[config.mk]
export PLATFORM = sky130hd
export DESIGN_NAME = krnl_aurora_link_ctrl
export DESIGN_NICKNAME = d
export VERILOG_FILES = /design/src/rtl/aurora_pkg.sv /design/src/rtl/aurora_dwell_timer.sv /design/src/rtl/krnl_aurora_link_ctrl.sv
export SDC_FILE = /design/constraint.sdc
export NUM_CORES = 1
export LEC_CHECK = 0
export BUFFER_PORTS_ARGS = -buffer_cell sky130_fd_sc_hd__buf_4
export CORE_MARGIN = 2
export CORE_UTILIZATION = 50
export CTS_CLUSTER_SIZE = 14
export DETAILED_ROUTE_END_ITERATION = 7
export PLACE_DENSITY_LB_ADDON = 0.12
export SLEW_MARGIN = 10
export SYNTH_ARGS = -nofsm -noshare
export SYNTH_HDL_FRONTEND = slang
export SYNTH_SLANG_ARGS = --single-unit
[constraint.sdc]
create_clock -name ACLK -period 4.24 [get_ports ACLK]
set_input_delay 0.848 -clock ACLK [delete_from_list [all_inputs] [get_ports ACLK]]
set_output_delay 0.848 -clock ACLK [all_outputs]
set_load 0.02 [all_outputs]
[src/rtl/aurora_pkg.sv]
// Shared definitions for the Aurora link controller: FSM state encoding and the
// bit layout of the link status word read by the control slave.
package aurora_pkg;

   localparam logic [2:0] ST_IDLE      = 3'd0;
   localparam logic [2:0] ST_PB_ASSERT = 3'd1;
   localparam logic [2:0] ST_PMA       = 3'd2;
   localparam logic [2:0] ST_PB_HOLD   = 3'd3;
   localparam logic [2:0] ST_WAIT_UP   = 3'd4;
   localparam logic [2:0] ST_LINKED    = 3'd5;
   localparam logic [2:0] ST_FAIL      = 3'd6;

   typedef enum logic [2:0] {
      StIdle     = ST_IDLE,
      StPbAssert = ST_PB_ASSERT,
      StPma      = ST_PMA,
      StPbHold   = ST_PB_HOLD,
      StWaitUp   = ST_WAIT_UP,
      StLinked   = ST_LINKED,
      StFail     = ST_FAIL
   } link_state_e;

   // Status word layout; the control slave maps this word at offset 0x10.
   localparam int unsigned STAT_LANE_LSB  = 1;
   localparam int unsigned STAT_CHUP_BIT  = 5;
   localparam int unsigned STAT_READY_BIT = 6;
   localparam int unsigned STAT_FAIL_BIT  = 7;
   localparam int unsigned STAT_DROP_LSB  = 8;
   localparam logic [7:0]  STATUS_REG_OFFSET = 8'h10;

endpackage

[src/rtl/aurora_dwell_timer.sv]
// Loadable down-counter that stops at zero; o_zero flags expiry of the
// current dwell.
module aurora_dwell_timer #(
   parameter int unsigned WIDTH = 8
) (
   input  logic             i_clk,
   input  logic             i_rst,
   input  logic             i_load,
   input  logic [WIDTH-1:0] i_value,
   output logic             o_zero
);

   logic [WIDTH-1:0] r_count;

   always_ff @(posedge i_clk) begin
      if (i_rst) begin
         r_count <= '0;
      end else if (i_load) begin
         r_count <= i_value;
      end else if (r_count != '0) begin
         r_count <= r_count - WIDTH'(1);
      end
   end

   assign o_zero = (r_count == '0);

endmodule

[src/rtl/krnl_aurora_link_ctrl.sv]
// Aurora 64B/66B bring-up and recovery sequencer: orders reset_pb/pma_init,
// waits for channel_up with retries, and re-initialises on link drops.
module krnl_aurora_link_ctrl
   import aurora_pkg::*;
#(
   parameter int unsigned PB_LEAD    = 128,
   parameter int unsigned PMA_HOLD   = 1024,
   parameter int unsigned PB_LAG     = 128,
   parameter int unsigned UP_TIMEOUT = 1000000,
   parameter int unsigned MAX_RETRY  = 7
) (
   input  logic        ACLK,
   input  logic        ARESET,
   input  logic        enable,
   input  logic        channel_up,
   input  logic [3:0]  lane_up,
   output logic        reset_pb,
   output logic        pma_init,
   output logic        link_ready,
   output logic        link_fail,
   output logic [3:0]  retry_cnt,
   output logic [7:0]  drop_cnt,
   output logic [15:0] status
);

   localparam int unsigned CW = (UP_TIMEOUT > 2) ? $clog2(UP_TIMEOUT) : 1;
   localparam logic [CW-1:0] LD_LEAD = CW'(PB_LEAD - 1);
   localparam logic [CW-1:0] LD_PMA  = CW'(PMA_HOLD - 1);
   localparam logic [CW-1:0] LD_LAG  = CW'(PB_LAG - 1);
   localparam logic [CW-1:0] LD_UP   = CW'(UP_TIMEOUT - 1);
   localparam logic [3:0]    RETRY_LIMIT = 4'(MAX_RETRY);

   link_state_e   r_state;
   link_state_e   w_state_nxt;
   logic          r_reset_pb;
   logic          r_pma_init;
   logic          r_link_ready;
   logic          r_link_fail;
   logic [3:0]    r_retry_cnt;
   logic [3:0]    w_retry_nxt;
   logic [3:0]    w_retry_inc;
   logic [7:0]    r_drop_cnt;
   logic [7:0]    w_drop_nxt;
   logic          w_load;
   logic [CW-1:0] w_load_val;
   logic          w_dwell_zero;
   logic [15:0]   w_status;

   aurora_dwell_timer #(
      .WIDTH (CW)
   ) u_dwell (
      .i_clk   (ACLK),
      .i_rst   (ARESET),
      .i_load  (w_load),
      .i_value (w_load_val),
      .o_zero  (w_dwell_zero)
   );

   assign w_retry_inc = r_retry_cnt + 4'd1;

   always_comb begin
      w_state_nxt = r_state;
      w_retry_nxt = r_retry_cnt;
      w_drop_nxt  = r_drop_cnt;
      w_load      = 1'b0;
      w_load_val  = '0;
      case (r_state)
         StIdle: begin
            if (enable) begin
               w_state_nxt = StPbAssert;
               w_load      = 1'b1;
               w_load_val  = LD_LEAD;
               w_retry_nxt = 4'd0;
            end
         end
         StPbAssert: begin
            if (w_dwell_zero) begin
               w_state_nxt = StPma;
               w_load      = 1'b1;
               w_load_val  = LD_PMA;
            end
         end
         StPma: begin
            if (w_dwell_zero) begin
               w_state_nxt = StPbHold;
               w_load      = 1'b1;
               w_load_val  = LD_LAG;
            end
         end
         StPbHold: begin
            if (w_dwell_zero) begin
               w_state_nxt = StWaitUp;
               w_load      = 1'b1;
               w_load_val  = LD_UP;
            end
         end
         StWaitUp: begin
            // channel_up takes priority over a timeout in the same cycle
            if (channel_up) begin
               w_state_nxt = StLinked;
               w_retry_nxt = 4'd0;
            end else if (w_dwell_zero) begin
               w_retry_nxt = w_retry_inc;
               if (w_retry_inc == RETRY_LIMIT) begin
                  w_state_nxt = StFail;
               end else begin
                  w_state_nxt = StPbAssert;
                  w_load      = 1'b1;
                  w_load_val  = LD_LEAD;
               end
            end
         end
         StLinked: begin
            w_retry_nxt = 4'd0;
            if (!channel_up) begin
               if (r_drop_cnt != 8'hff) begin
                  w_drop_nxt = r_drop_cnt + 8'd1;
               end
               w_state_nxt = StPbAssert;
               w_load      = 1'b1;
               w_load_val  = LD_LEAD;
            end
         end
         StFail: begin
            if (!enable) begin
               w_state_nxt = StIdle;
               w_retry_nxt = 4'd0;
            end
         end
         default: w_state_nxt = StIdle;
      endcase

      // Dropping enable parks the link; counter updates above still apply.
      if (!enable && (r_state != StIdle)) begin
         w_state_nxt = StIdle;
         w_load      = 1'b0;
      end
   end

   always_ff @(posedge ACLK) begin
      if (ARESET) begin
         r_state      <= StIdle;
         r_reset_pb   <= 1'b1;
         r_pma_init   <= 1'b1;
         r_link_ready <= 1'b0;
         r_link_fail  <= 1'b0;
         r_retry_cnt  <= 4'd0;
         r_drop_cnt   <= 8'd0;
      end else begin
         r_state      <= w_state_nxt;
         r_reset_pb   <= (w_state_nxt != StWaitUp) && (w_state_nxt != StLinked);
         r_pma_init   <= (w_state_nxt == StIdle) || (w_state_nxt == StPma) ||
                         (w_state_nxt == StFail);
         r_link_ready <= (w_state_nxt == StLinked);
         r_link_fail  <= (w_state_nxt == StFail);
         r_retry_cnt  <= w_retry_nxt;
         r_drop_cnt   <= w_drop_nxt;
      end
   end

   always_comb begin
      w_status                           = '0;
      w_status[STAT_LANE_LSB +: 4]       = lane_up;
      w_status[STAT_CHUP_BIT]            = channel_up;
      w_status[STAT_READY_BIT]           = r_link_ready;
      w_status[STAT_FAIL_BIT]            = r_link_fail;
      w_status[STAT_DROP_LSB +: 8]       = r_drop_cnt;
   end

   assign reset_pb   = r_reset_pb;
   assign pma_init   = r_pma_init;
   assign link_ready = r_link_ready;
   assign link_fail  = r_link_fail;
   assign retry_cnt  = r_retry_cnt;
   assign drop_cnt   = r_drop_cnt;
   assign status     = w_status;

endmodule

==> impl_metrics.py <==
metrics = {
    "global_route": {
        "gr-total-overflow": 0,
        "grt_max_degree": 37,
        "first_global_vias": 1744,
        "track_usage_pct": 19.4,
        "grt_first_pass_wirelength_mm": 8.04,
        "antenna_found_initial": 0,
    },
    "sta": {
        "max_clock_freq_mhz": 433,
        "maxSlewViolCount": 0,
        "tns_ps": 0,
        "min_period_ps": 2310,
        "layout_setup_ws_ps": 1930,
        "setup_viol_count_final": 0,
        "rsz0062_at_grt": "no",
        "fin_worst_skew_ps": 10.9,
        "worst_pin_slew_ps": 609,
        "relSlewSlack_pct": 59.4,
        "period_share_pct": 54.5,
        "hold_violations": 0,
    },
    "clock_network": {
        "cts_resized": 0,
        "cts_buffers": 5,
        "clkTransAtPathRegs_ps": 80,
        "htreeDepth": 2,
        "cts_hold_buf": 0,
        "cts_setup_buffers": 0,
        "clk_path_buf_depth": 2,
        "cts_tree": "built",
        "clk_latency_ps": 290,
        "clock-sinks": 39,
        "root_buffer": "clkbuf_8",
    },
    "min_path": {
        "min_delay_path_depth": 2,
        "hp-start": "u_dwell.r_count[13]",
        "min_to": "u_dwell.r_count[13]",
        "worstHoldPathType": "reg2reg",
    },
    "setup_path": {
        "worstSetupPathType": "reg2reg",
        "worstPathRequired_ps": 4420,
        "rr_worst_depth": 7,
        "arrival_ps": 2490,
        "critPathMaxFanout": 7,
        "r2r-start": "u_dwell.r_count[0]",
        "startpoint_type": "register",
        "reg2reg_slack_ps": 1930,
        "end_kind": "register",
        "r2r-end": "retry_cnt[1]",
    },
    "logic_synthesis": {
        "synth_top_area_cell": "dfxtp_1",
        "synth_cells": 272,
        "syn_area_per_cell_um2": 8.70,
        "synth_seq_area_share_pct": 33.0,
        "synth_warnings": 0,
        "synth_seq_cells": 39,
        "synth_cell_types": 71,
        "synth_top_cell_area_share_pct": 33.0,
        "ys.flop_type": "dfxtp_1",
        "synthArstFlopShare_pct": 0,
        "syn-num-nets": 285,
        "yosys-top-cells-area": "dfxtp_1 33%, buf_4 5.1%, xor2_1 4.1%",
        "synth_edf_count": 0,
        "netlist_area_mm2": 0.00237,
    },
    "routing": {
        "drcViolationCount": 0,
        "dr.pass1.iters": 4,
        "num_vias": 1987,
        "viasPerCell": 5.86,
        "routed_wl_mm": 4.95,
        "ant_nets": 0,
        "drt_iter0_drc": 70,
        "wl_per_cell_um": 14.6,
    },
    "status": {
        "status": "finished clean",
    },
    "finish": {
        "drive_gt1_share_pct": 21.1,
        "syn_to_final_growth_pct": 8.09,
        "layout_commonest_cell": "dfxtp_1",
        "fin_cells": 339,
        "nFillCells": 459,
        "diodes": 0,
        "nets": 297,
        "most-common-layout-cells": "39 x dfxtp_1, 30 x buf_4, 23 x nor2_1",
    },
    "floorplanning": {
        "design.portCount": 40,
        "die_y_um": 72.8,
        "start_util_pct": 51.1,
        "die_area_mm2": 0.00530,
        "std_cell_rows": 25,
        "die-width_um": 72.8,
        "core_mm2": 0.00463,
    },
    "placement": {
        "dp_hpwl_mm": 3.53,
        "gp_congestion": 0.823,
        "dp.cells": 331,
        "numPortBuffers": 30,
        "dp_slack_ps": 1810,
    },
    "pwr": {
        "power.leakage_uw": 0.00100,
        "cellPowerDensity_mw_per_mm2": 342,
        "ir_drop_mv": 0.172,
    },
    "flow_run": {
        "maxCapViolations": 0,
    },
}
[where the power goes]
part	switching, uW	leakage [uW]	internal (uW)	total [uW]
Combinational	128	0.000635	82.7	210
Sequential	31.2	0.000317	387	419
Clock	132	0.0000477	113	244
[how the worst max path moves through the flow]
| stage | start | endpoint | cells after the start |
|---|---|---|---|
| final | u_dwell.r_count[0] | retry_cnt[1] | 7 |
| after global routing | u_dwell.r_count[0] | link_ready | 8 |
| after CTS | u_dwell.r_count[0] | link_ready | 8 |
| after detailed placement | channel_up | u_dwell.r_count[12] | 6 |
| after global placement | channel_up | u_dwell.r_count[12] | 6 |
| after floorplan | channel_up | u_dwell.r_count[12] | 5 |
[cell usage after synthesis, types with 3 or more instances]
library cell,n
xor2_1,11
buf_4,16
nor2_1,23
a211oi_1,5
nand2b_1,4
inv_1,9
nand3b_1,3
clkbuf_1,3
nand3_1,5
o21ai_0,6
nand4b_1,3
o21ai_1,3
a21oi_1,12
nand2_1,15
mux2i_1,3
nor3_1,14
xnor2_1,9
ha_1,5
nor2b_1,3
and3_1,4
nand4_1,4
dfxtp_1,39
nor4_4,3
nor4_1,5
a31oi_1,4
o211ai_1,3
o31ai_1,3
[per-stage QoR]
step,utilization (%),hold WS [ps],total power (uW),instance area (um2)
6_report,55.2,552,873,2560
5_1_grt,55.2,611,925,2560
4_1_cts,55.2,554,879,2560
3_5_place_dp,53.4,536,635,2470
3_3_place_gp,53.4,533,634,2470
2_1_floorplan,-,500,604,2370
[worst max-delay path, cell delays in order, from the launching register on]
cell and delay [ps]:
dfxtp_1 370, inv_1 100, ha_1 190, nor3b_1 350
nand4_2 270, o21ai_0 240, a32o_1 310, mux2_2 350
[sequential cells by signal (all words and copies together) (netlist names)]
| signal | flops |
|---|---|
| r_state | 3 |
| u_dwell.r_count | 20 |
| drop_cnt | 8 |
| reset_pb | 1 |
| link_fail | 1 |
| pma_init | 1 |
| retry_cnt | 4 |
| link_ready | 1 |
[routing by layer]
layer	up-vias	GRT usage [%]	share of wire, %
li1	1003	-	-
met2	48	30.4	45
met3	9	4.70	4.0
met4	0	7.20	2.0
met1	927	25.8	49
met5	-	0	0
[cell type report]
class                   count  area [um2]  share of cell area (%)
clock buffers               5        68.8                    2.69
clock inverters             3        15.0                   0.587
inverters                   9        33.8                    1.32
multi-input cells         199        1370                    53.4
flip-flops and latches     39         781                    30.5
well taps                  54        67.6                    2.64
repair buffers             30         225                    8.81
[logic make-up (layout without fill, tap and decap cells)]
kind of cell               count (synthesis)  in the layout  synth area share [%]
and+or+nand+nor                          110            110                  28.2
buffers and inverters                     34             47                  9.25
muxes                                      4              4                  1.75
AOI/OAI and AO/OA                         59             59                  17.6
other                                      1              1                 0.158
adders and majority gates                  5              5                  2.64
xor gates and xnor gates                  20             20                  7.40
DFF                                       39             39                  33.0
No activity file was read; power rests on OpenSTA's default activity.
